### src/rtl/count_ctrl_pkg.sv
// ============================================================================
// Module      : count_ctrl_pkg
// Description : Shared state encoding, speed codes and reload helper for the
//               count-rate sequencer.
// Revision    : 1.0 - initial release
// ============================================================================
`default_nettype none

package count_ctrl_pkg;

    typedef enum logic [1:0] {
        ST_IDLE  = 2'd0,
        ST_RUN   = 2'd1,
        ST_PAUSE = 2'd2,
        ST_DONE  = 2'd3
    } ctrl_state_t;

    localparam logic [1:0] c_SPEED_EVERY      = 2'b00;
    localparam logic [1:0] c_SPEED_1HZ        = 2'b01;
    localparam logic [1:0] c_SPEED_HALF_HZ    = 2'b10;
    localparam logic [1:0] c_SPEED_QUARTER_HZ = 2'b11;

    // Divider reload value; the tick period is this value plus one cycle.
    function automatic int unsigned reload_value(input logic [1:0] speed,
                                                 input int unsigned clk_hz);
        int unsigned r;
        case (speed)
            c_SPEED_EVERY:   r = 0;
            c_SPEED_1HZ:     r = clk_hz - 1;
            c_SPEED_HALF_HZ: r = 2 * clk_hz - 1;
            default:         r = 4 * clk_hz - 1;
        endcase
        return r;
    endfunction

endpackage

`default_nettype wire

### src/rtl/count_rate_ctrl_rate_divider.sv
// ============================================================================
// Module      : rate_divider
// Description : Saturating down-counter with load and hold; flags zero.
// Revision    : 1.0 - initial release
// ============================================================================
`default_nettype none

module rate_divider #(
    parameter int DIV_W = 28
) (
    input  logic             clk,
    input  logic             reset,
    input  logic             load,
    input  logic             hold,
    input  logic [DIV_W-1:0] load_val,
    output logic             zero
);

    logic [DIV_W-1:0] r_count;

    // Load wins over hold; counting stops at zero until the next load.
    always_ff @(posedge clk) begin
        if (reset) begin
            r_count <= '0;
        end else if (load) begin
            r_count <= load_val;
        end else if (!hold && (r_count != '0)) begin
            r_count <= r_count - 1'b1;
        end
    end

    assign zero = (r_count == '0);

endmodule

`default_nettype wire

### src/rtl/count_rate_ctrl.sv
// ============================================================================
// Module      : count_rate_ctrl
// Description : Run/pause/step sequencer issuing clear and count-enable pulses
//               to the event counter. Build option COUNT_RATE_WRAP_EN makes
//               the count wrap at the limit instead of stopping.
// Revision    : 1.0 - initial release
// ============================================================================
`default_nettype none

module count_rate_ctrl
    import count_ctrl_pkg::*;
#(
    parameter int CLK_HZ = 50000000,
    parameter int DIV_W  = 28,
    parameter int CNT_W  = 8
) (
    input  logic             clk,
    input  logic             reset,
    input  logic             start,
    input  logic             stop,
    input  logic             step,
    input  logic [1:0]       speed,
    input  logic [CNT_W-1:0] limit,
    input  logic [CNT_W-1:0] cnt_val,
    output logic             cnt_en,
    output logic             cnt_clr,
    output logic             busy,
    output logic             done,
    output logic [1:0]       state
);

    ctrl_state_t      r_state;
    ctrl_state_t      w_state_nxt;
    logic             r_cnt_en;
    logic             r_cnt_clr;
    logic             w_en_nxt;
    logic             w_clr_nxt;
    logic             w_div_load;
    logic             w_div_hold;
    logic             w_div_zero;
    logic             w_tick;
    logic             w_at_limit;
    logic [CNT_W-1:0] w_proj;
    logic [DIV_W-1:0] w_reload;

    // cnt_val lags our pulses by one cycle, so compare against the value the
    // counter will hold once the pulse currently on the wire has landed.
    assign w_proj     = r_cnt_clr ? '0 : (cnt_val + CNT_W'(r_cnt_en));
    assign w_at_limit = (w_proj == limit);
    assign w_tick     = (r_state == ST_RUN) && !stop && w_div_zero && !r_cnt_clr;
    assign w_reload   = DIV_W'(reload_value(speed, CLK_HZ));

    rate_divider #(
        .DIV_W (DIV_W)
    ) u_rate_divider (
        .clk      (clk),
        .reset    (reset),
        .load     (w_div_load),
        .hold     (w_div_hold),
        .load_val (w_reload),
        .zero     (w_div_zero)
    );

    always_comb begin
        w_state_nxt = r_state;
        w_en_nxt    = 1'b0;
        w_clr_nxt   = 1'b0;
        w_div_load  = 1'b0;
        w_div_hold  = 1'b1;
        case (r_state)
            ST_IDLE: begin
                if (start && !stop) begin
                    w_state_nxt = ST_RUN;
                    w_clr_nxt   = 1'b1;
                    w_div_load  = 1'b1;
                end
            end
            ST_RUN: begin
                w_div_hold = stop;
                if (stop) begin
                    w_state_nxt = ST_PAUSE;
                end else if (w_tick) begin
                    w_div_load = 1'b1;
                    if (w_at_limit) begin
`ifdef COUNT_RATE_WRAP_EN
                        w_clr_nxt   = 1'b1;
`else
                        w_state_nxt = ST_DONE;
`endif
                    end else begin
                        w_en_nxt = 1'b1;
                    end
                end
            end
            ST_PAUSE: begin
                if (stop) begin
                    w_state_nxt = ST_PAUSE;
                end else if (start) begin
                    w_state_nxt = ST_RUN;
                end else if (step) begin
                    if (w_at_limit) begin
`ifdef COUNT_RATE_WRAP_EN
                        w_clr_nxt   = 1'b1;
`else
                        w_state_nxt = ST_DONE;
`endif
                    end else begin
                        w_en_nxt = 1'b1;
                    end
                end
            end
            ST_DONE: begin
                if (stop) begin
                    w_state_nxt = ST_IDLE;
                end else if (start) begin
                    w_state_nxt = ST_RUN;
                    w_clr_nxt   = 1'b1;
                    w_div_load  = 1'b1;
                end
            end
            default: begin
                w_state_nxt = ST_IDLE;
            end
        endcase
    end

    always_ff @(posedge clk) begin
        if (reset) begin
            r_state   <= ST_IDLE;
            r_cnt_en  <= 1'b0;
            r_cnt_clr <= 1'b0;
        end else begin
            r_state   <= w_state_nxt;
            r_cnt_en  <= w_en_nxt;
            r_cnt_clr <= w_clr_nxt;
        end
    end

    assign cnt_en  = r_cnt_en;
    assign cnt_clr = r_cnt_clr;
    assign busy    = (r_state == ST_RUN);
    assign done    = (r_state == ST_DONE);
    assign state   = r_state;

endmodule

`default_nettype wire

### config.mk
export PLATFORM = sky130hd
export DESIGN_NAME = count_rate_ctrl
export DESIGN_NICKNAME = d
export VERILOG_FILES = /design/src/rtl/count_ctrl_pkg.sv /design/src/rtl/count_rate_ctrl_rate_divider.sv /design/src/rtl/count_rate_ctrl.sv
export SDC_FILE = /design/constraint.sdc
export NUM_CORES = 1
export LEC_CHECK = 0
export CORE_MARGIN = 1
export CORE_UTILIZATION = 42
export CTS_CLUSTER_SIZE = 25
export DETAILED_ROUTE_END_ITERATION = 8
export SKIP_CTS_REPAIR_TIMING = 1
export SYNTH_ARGS = -nofsm -noshare
export SYNTH_HDL_FRONTEND = slang
export SYNTH_SLANG_ARGS = --single-unit
### constraint.sdc
create_clock -name clk -period 4.85 [get_ports clk]
set_clock_uncertainty 0.15 [all_clocks]
set_input_delay 0.485 -clock clk [delete_from_list [all_inputs] [get_ports clk]]
set_output_delay 0.485 -clock clk [all_outputs]
set_load 0.01 [all_outputs]
# Yosys cells after proc, flatten, opt, wreduce, memory -nomap -nowiden
# Index checks and enable logic that the tools add are counted.
dict set report word_totals {
  mem_bits_ro 0
  input_bits 23
  memories 0
  reg_bits 32
  ramBits 0
  output_inout_bits 6
  latch_bits 0
}
dict set report op_classes {
  shift 0
  n_addsub 2
  reduce_logical 14
  multipliers 0
  n_mux 29
  n_div 0
  eq_ne 10
  n_lt_le_gt_ge 0
  bitwise 0
}
# operator n
set op_table {}
lappend op_table {{$pmux W28 S3} 1}
lappend op_table {{$mux W28} 2}
lappend op_table {{$logic_not A28 Y1} 1}
lappend op_table {{$reduce_bool A28 Y1} 1}
lappend op_table {{$sub A28 B1 Y28 const B} 1}
lappend op_table {{$mux W2} 9}
lappend op_table {{$mux W1} 12}
lappend op_table {{$add A8 B1 Y8} 1}
lappend op_table {{$eq A8 B8 Y1} 1}
lappend op_table {{$mux W8} 1}
lappend op_table {{$pmux W2 S4} 1}
lappend op_table {{$eq A2 B2 Y1 const B} 3}
lappend op_table {{$logic_and A1 B1 Y1} 5}
lappend op_table {{$eq A2 B1 Y1 const B} 2}
lappend op_table {{$logic_not A2 Y1} 2}
lappend op_table {{$ne A4 B4 Y1 const B} 1}
lappend op_table {{$pmux W1 S2} 2}
lappend op_table {{$reduce_and A4 Y1} 1}
lappend op_table {{$logic_not A1 Y1} 3}
lappend op_table {{$ne A3 B2 Y1 const B} 1}
lappend op_table {{$ne A3 B3 Y1 const B} 1}
lappend op_table {{$pmux W1 S3} 1}
lappend op_table {{$ne A2 B2 Y1 const B} 1}
lappend op_table {{$reduce_bool A2 Y1} 1}

# Longest topological paths before layout
dict set report logic_depth {
  ltp_word 8
  mapped_depth 10
}

# Cells and area by module
# Synthesis repeated with hierarchy kept, for this count alone.
dict set report hier_totals {
  cells_unflattened 289
  area_unflattened_um2 2361.0
}
# module area_per_inst_um2 cells_each n_inst
set by_module_without_submodules {}
lappend by_module_without_submodules {rate_divider 1670.4 200 1}
lappend by_module_without_submodules {count_rate_ctrl 690.7 89 1}

# Worst setup path after synthesis
# OpenSTA, ideal clock, no wires.
dict set report synth_path {
  kind {register -> register}
  startpoint {reg r_state[0], in the netlist state[0]}
  endpoint {reg u_rate_divider.r_count[23]}
  arrival_time_ps 2172
  setup_slack_ps 2397
  required_time_ps 4568
  setup_time_ps 132
  stages_incl_launch_ff 9
  cell_sequence {dfxtp_1 ha_1 nor2b_1 nand2_1 o41ai_4 buf_2 nor2_1 a21oi_1 o32ai_2}
}
dict set report synth_via {
  elab_chain_len 8
  elab_cells_between_ends 14
  cone_classes {eq/ne: 2; mux: 5; reduce/logical: 7}
}
# element line_no
set synth_rtl {}
lappend synth_rtl {{from (decl)} count_rate_ctrl.sv:32} ;# ctrl_state_t r_state;
lappend synth_rtl {{from (signal assigned)} count_rate_ctrl.sv:133} ;# r_state <= w_state_nxt;
lappend synth_rtl {{$eq A2 B1 Y1 *} --}
lappend synth_rtl {{via busy} count_rate_ctrl.sv:27} ;# output logic busy,
lappend synth_rtl {{$logic_and A1 B1 Y1 (3 in series)} count_rate_ctrl.sv:50} ;# assign w_tick = (r_state == ST_RUN) && !stop && w_div_zero && !r_cnt_clr;
lappend synth_rtl {{$mux W1} count_rate_ctrl.sv:82} ;# end else if (w_tick) begin
lappend synth_rtl {{$mux W1} count_rate_ctrl.sv:80} ;# if (stop) begin
lappend synth_rtl {{$pmux W1 S3} count_rate_ctrl.sv:70} ;# case (r_state)
lappend synth_rtl {{$mux W28 / $reduce_bool A2 Y1 (equally long branches)} --}
lappend synth_rtl {{to (signal assigned)} count_rate_ctrl_rate_divider.sv:26} ;# r_count <= load_val;
lappend synth_rtl {{to (signal assigned)} count_rate_ctrl_rate_divider.sv:28} ;# r_count <= r_count - 1'b1;
lappend synth_rtl {{to (decl)} count_rate_ctrl_rate_divider.sv:19} ;# logic [DIV_W-1:0] r_count;
# Mark *: on every way through the listed nets, which the timed path passes. The rest lies on a longest branch.
# A chain may end at the register's enable or synchronous reset.

# Final worst setup path
dict set report layout_path {
  startpoint {reg u_rate_divider.r_count[14]}
  endpoint {reg u_rate_divider.r_count[4]}
}
dict set report layout_via {
  elab_chain_len 7
  elab_cells_between_ends 10
  cone_classes {mux: 4; reduce/logical: 6}
}
# element line_no
set layout_rtl {}
lappend layout_rtl {{$logic_not A28 Y1} count_rate_ctrl_rate_divider.sv:32} ;# assign zero = (r_count == '0);
lappend layout_rtl {{$logic_and A1 B1 Y1 (2 in series)} count_rate_ctrl.sv:50}
lappend layout_rtl {{$mux W1} count_rate_ctrl.sv:82}
lappend layout_rtl {{$mux W1} count_rate_ctrl.sv:80}
lappend layout_rtl {{$pmux W1 S3} count_rate_ctrl.sv:70}
lappend layout_rtl {{$mux W28 / $reduce_bool A2 Y1 (equally long branches)} --}
# Several ways; a longest one is shown, not always the timed one.

==> results_dict.tcl <==
set metrics [dict create \
    max_freq_mhz 323 \
    totalWireLength_mm 7.48 \
    wl_per_cell_um 17.8 \
    critical_path_arrival_ns 3.13 \
    critPathRequiredTime_ns 4.89 \
    n_antenna_cell 0 \
    async_reset_ff_share_pct 0 \
    drv_cap 0 \
    hold_class "reg2reg" \
    critPathBufInv 0 \
    die_h_um 81.4 \
    grt_pass1_wl_mm 12.4 \
    crit_slowest_cell "nor2_1" \
    p_per_area_nw_per_um2 636 \
    clk_latency_ns 0.30 \
    critPathMaxFanout 11 \
    cts_buffers 5 \
    worstSetupEndpointType "flip-flop" \
    crit_chain "nor3_1 > and4b_1 > nand3_4 > nor2_1 > o21ai_0 > a32o_1" \
    ys.flop_type "dfxtp_1" \
    synth_fp_nets 359 \
    cp.depth 6 \
    pin_count 29 \
    dr.first_iter.drc_count 201 \
    crit_end "u_rate_divider.r_count[4]" \
    ys_types 72 \
    place_congestion 0.860 \
    antenna_found_initial 0 \
    slew_viol_final 0 \
    start_kind "flip-flop" \
    finalSetupViolCount 0 \
    syn_inst 323 \
    initial_utilization_pct 44.2 \
    critPathMaxStageDelay_ns 0.63 \
    syn2layout_area_growth_pct 14.9 \
    startpoint "u_rate_divider.r_count[14]" \
    reg2reg_to "u_rate_divider.r_count[4]" \
    dr.pass1.iters 4 \
    dieArea_um2 6620 \
    root_buffer "clkbuf_8" \
    fp-row-count 28 \
    vdd_drop_max_uv 433 \
    layout-drive-gt1-share_pct 8.99 \
    final_common_cell "dfxtp_1" \
    busiest_layer "met2" \
    synth_area_per_cell_um2 8.19 \
    ys_seq_area_share_pct 24.2 \
    placed_area_um2 2950 \
    met2_usage_pct 37.4 \
    track_usage_pct 24.6 \
    drc 0 \
    hold_viol 0 \
    fin_crit_ns 3.09 \
    worst-setup-path-type "reg2reg" \
    vias 2614 \
    port_buffers 28 \
    clockBufferDepth 2 \
    slew-limit-headroom_pct 29.6 \
    rsz0062_at_grt "no" \
    grt_max_degree 20 \
    final.setup.tns_ns 0 \
    nFillCells 602 \
    finalCritPeriodShare_pct 63.7 \
    mappedNetlistArea_um2 2650 \
    yosys_warnings 0 \
    min_from "u_rate_divider.r_count[20]" \
    tightest_slew_ns 1.05 \
    reg2reg_setup_slack_ns 1.76 \
    cpLargestDelayFamily "simple AND/OR/NAND/NOR gates" \
    final_nets 380 \
    overflow 0 \
    synth_edf_count 0 \
    status "complete, no violations" \
    leakagePower_nw 1.08 \
    clk_pin_slew_ns 0.07 \
    seqCellArea_um2 641 \
    use_met3_pct 4.49 \
    reg2reg_depth 6 \
    core-area_um2 5990 \
    via_per_inst 6.22 \
    ys_ff_latch 32 \
    clock-sinks 32 \
    timing.final.ws_setup_ns 1.76 \
    grt_pass1_vias 2513 \
    cts_tree "built" \
    die_w_um 81.4 \
    multi_input_area_um2 1850 \
    ant_nets 0 \
    r2r-start "u_rate_divider.r_count[14]" \
    fin_area_um2 3040 \
    dp_hpwl_mm 5.47 \
    cts_max_level 2 \
    mostFrequentLayoutCells "dfxtp_1 (32), clkdlybuf4s50_1 (28), nor2_1 (25)" \
    use_met1_pct 34.1 \
    preCtsSetupSlack_ns 1.73 \
]
## how the worst min path moves through the flow
| stage | cells past startpoint | slack [ns] | endpoint |
|---|---|---|---|
| 2_1_floorplan | 1 | 0.31 | u_rate_divider.r_count[20] |
| 3_3_place_gp | 1 | 0.33 | u_rate_divider.r_count[20] |
| 3_5_place_dp | 1 | 0.33 | u_rate_divider.r_count[20] |
| 4_1_cts | 1 | 0.35 | u_rate_divider.r_count[20] |
| 5_1_grt | 1 | 0.38 | u_rate_divider.r_count[20] |
| 6_report | 1 | 0.35 | u_rate_divider.r_count[20] |
## layout make-up
type	count	area share, %
Clock buffer	8	2.96
Inverter	14	1.73
Multi-Input combinational cell	258	60.7
Sequential cell	32	21.1
Tap cell	75	3.09
Timing Repair Buffer	33	10.5
## registers in the layout (all words and copies together), names as in the netlist
name	flops
cnt_clr	1
state	2
u_rate_divider.r_count	28
cnt_en	1
## per-stage QoR
stage,instances,total power [W],utilization [%],hold slack (ns)
6_report,420,0.00193,50.8,0.350
5_1_grt,420,0.00207,50.8,0.383
4_1_cts,420,0.00192,50.8,0.346
3_5_place_dp,412,0.00169,49.2,0.330
3_3_place_gp,412,0.00169,49.2,0.329
2_1_floorplan,323,0.00141,-,0.310
## report_power, final
group          internal, W  switching (W)
Combinational     0.000494       0.000778
Clock             0.000116       0.000110
Sequential        0.000333       0.000103
## cells by family (layout without fill, tap and decap cells)
kind of cell	Yosys count	in the layout	share of synthesized area, %
flops	32	32	24.2
compound gates	99	99	27.8
simple gates	132	132	30.8
xor+xnor	8	8	2.65
fa+ha+maj	13	13	6.15
buf+inv	33	55	6.05
mux	6	6	2.27
## metal layers
| layer | vias up | routed length [µm] |
|---|---|---|
| met2 | 85 | 3310 |
| met3 | 20 | 424 |
| li1 | 1292 | - |
| met5 | - | 0 |
| met1 | 1217 | 3560 |
| met4 | 0 | 187 |
## cell usage after synthesis (2+ instances only)
library cell	instances	share of area (%)
o32ai_2	3	1.8
a31oi_1	4	0.95
ha_1	13	6.1
mux2i_1	6	2.3
xor2_1	3	0.99
and2_1	3	0.71
or3_1	9	2.1
inv_1	14	2.0
nand2_1	17	2.4
a21oi_1	17	3.2
a211oi_1	4	1.1
nand2b_1	5	1.2
o2bb2ai_1	2	0.66
dfxtp_1	32	24
and4b_1	2	0.76
buf_1	2	0.28
o31a_1	4	1.3
buf_2	7	1.3
o21ai_1	4	0.76
nand3b_1	2	0.57
xnor2_1	5	1.7
nor2_1	25	3.5
o31ai_1	4	1.1
or4_1	3	0.85
nor2b_1	4	0.95
nor3_2	2	0.76
o32ai_1	5	1.7
nand4_1	3	0.71
nor4b_1	4	1.3
a32o_1	10	3.8
nor4_1	11	2.6
o21a_1	2	0.57
buf_6	3	1.3
nand3_1	8	1.5
o21ai_0	23	4.3
nor3_1	17	3.2
clkbuf_1	5	0.71
and3_1	2	0.47
No activity file was read; power rests on OpenSTA's default activity.
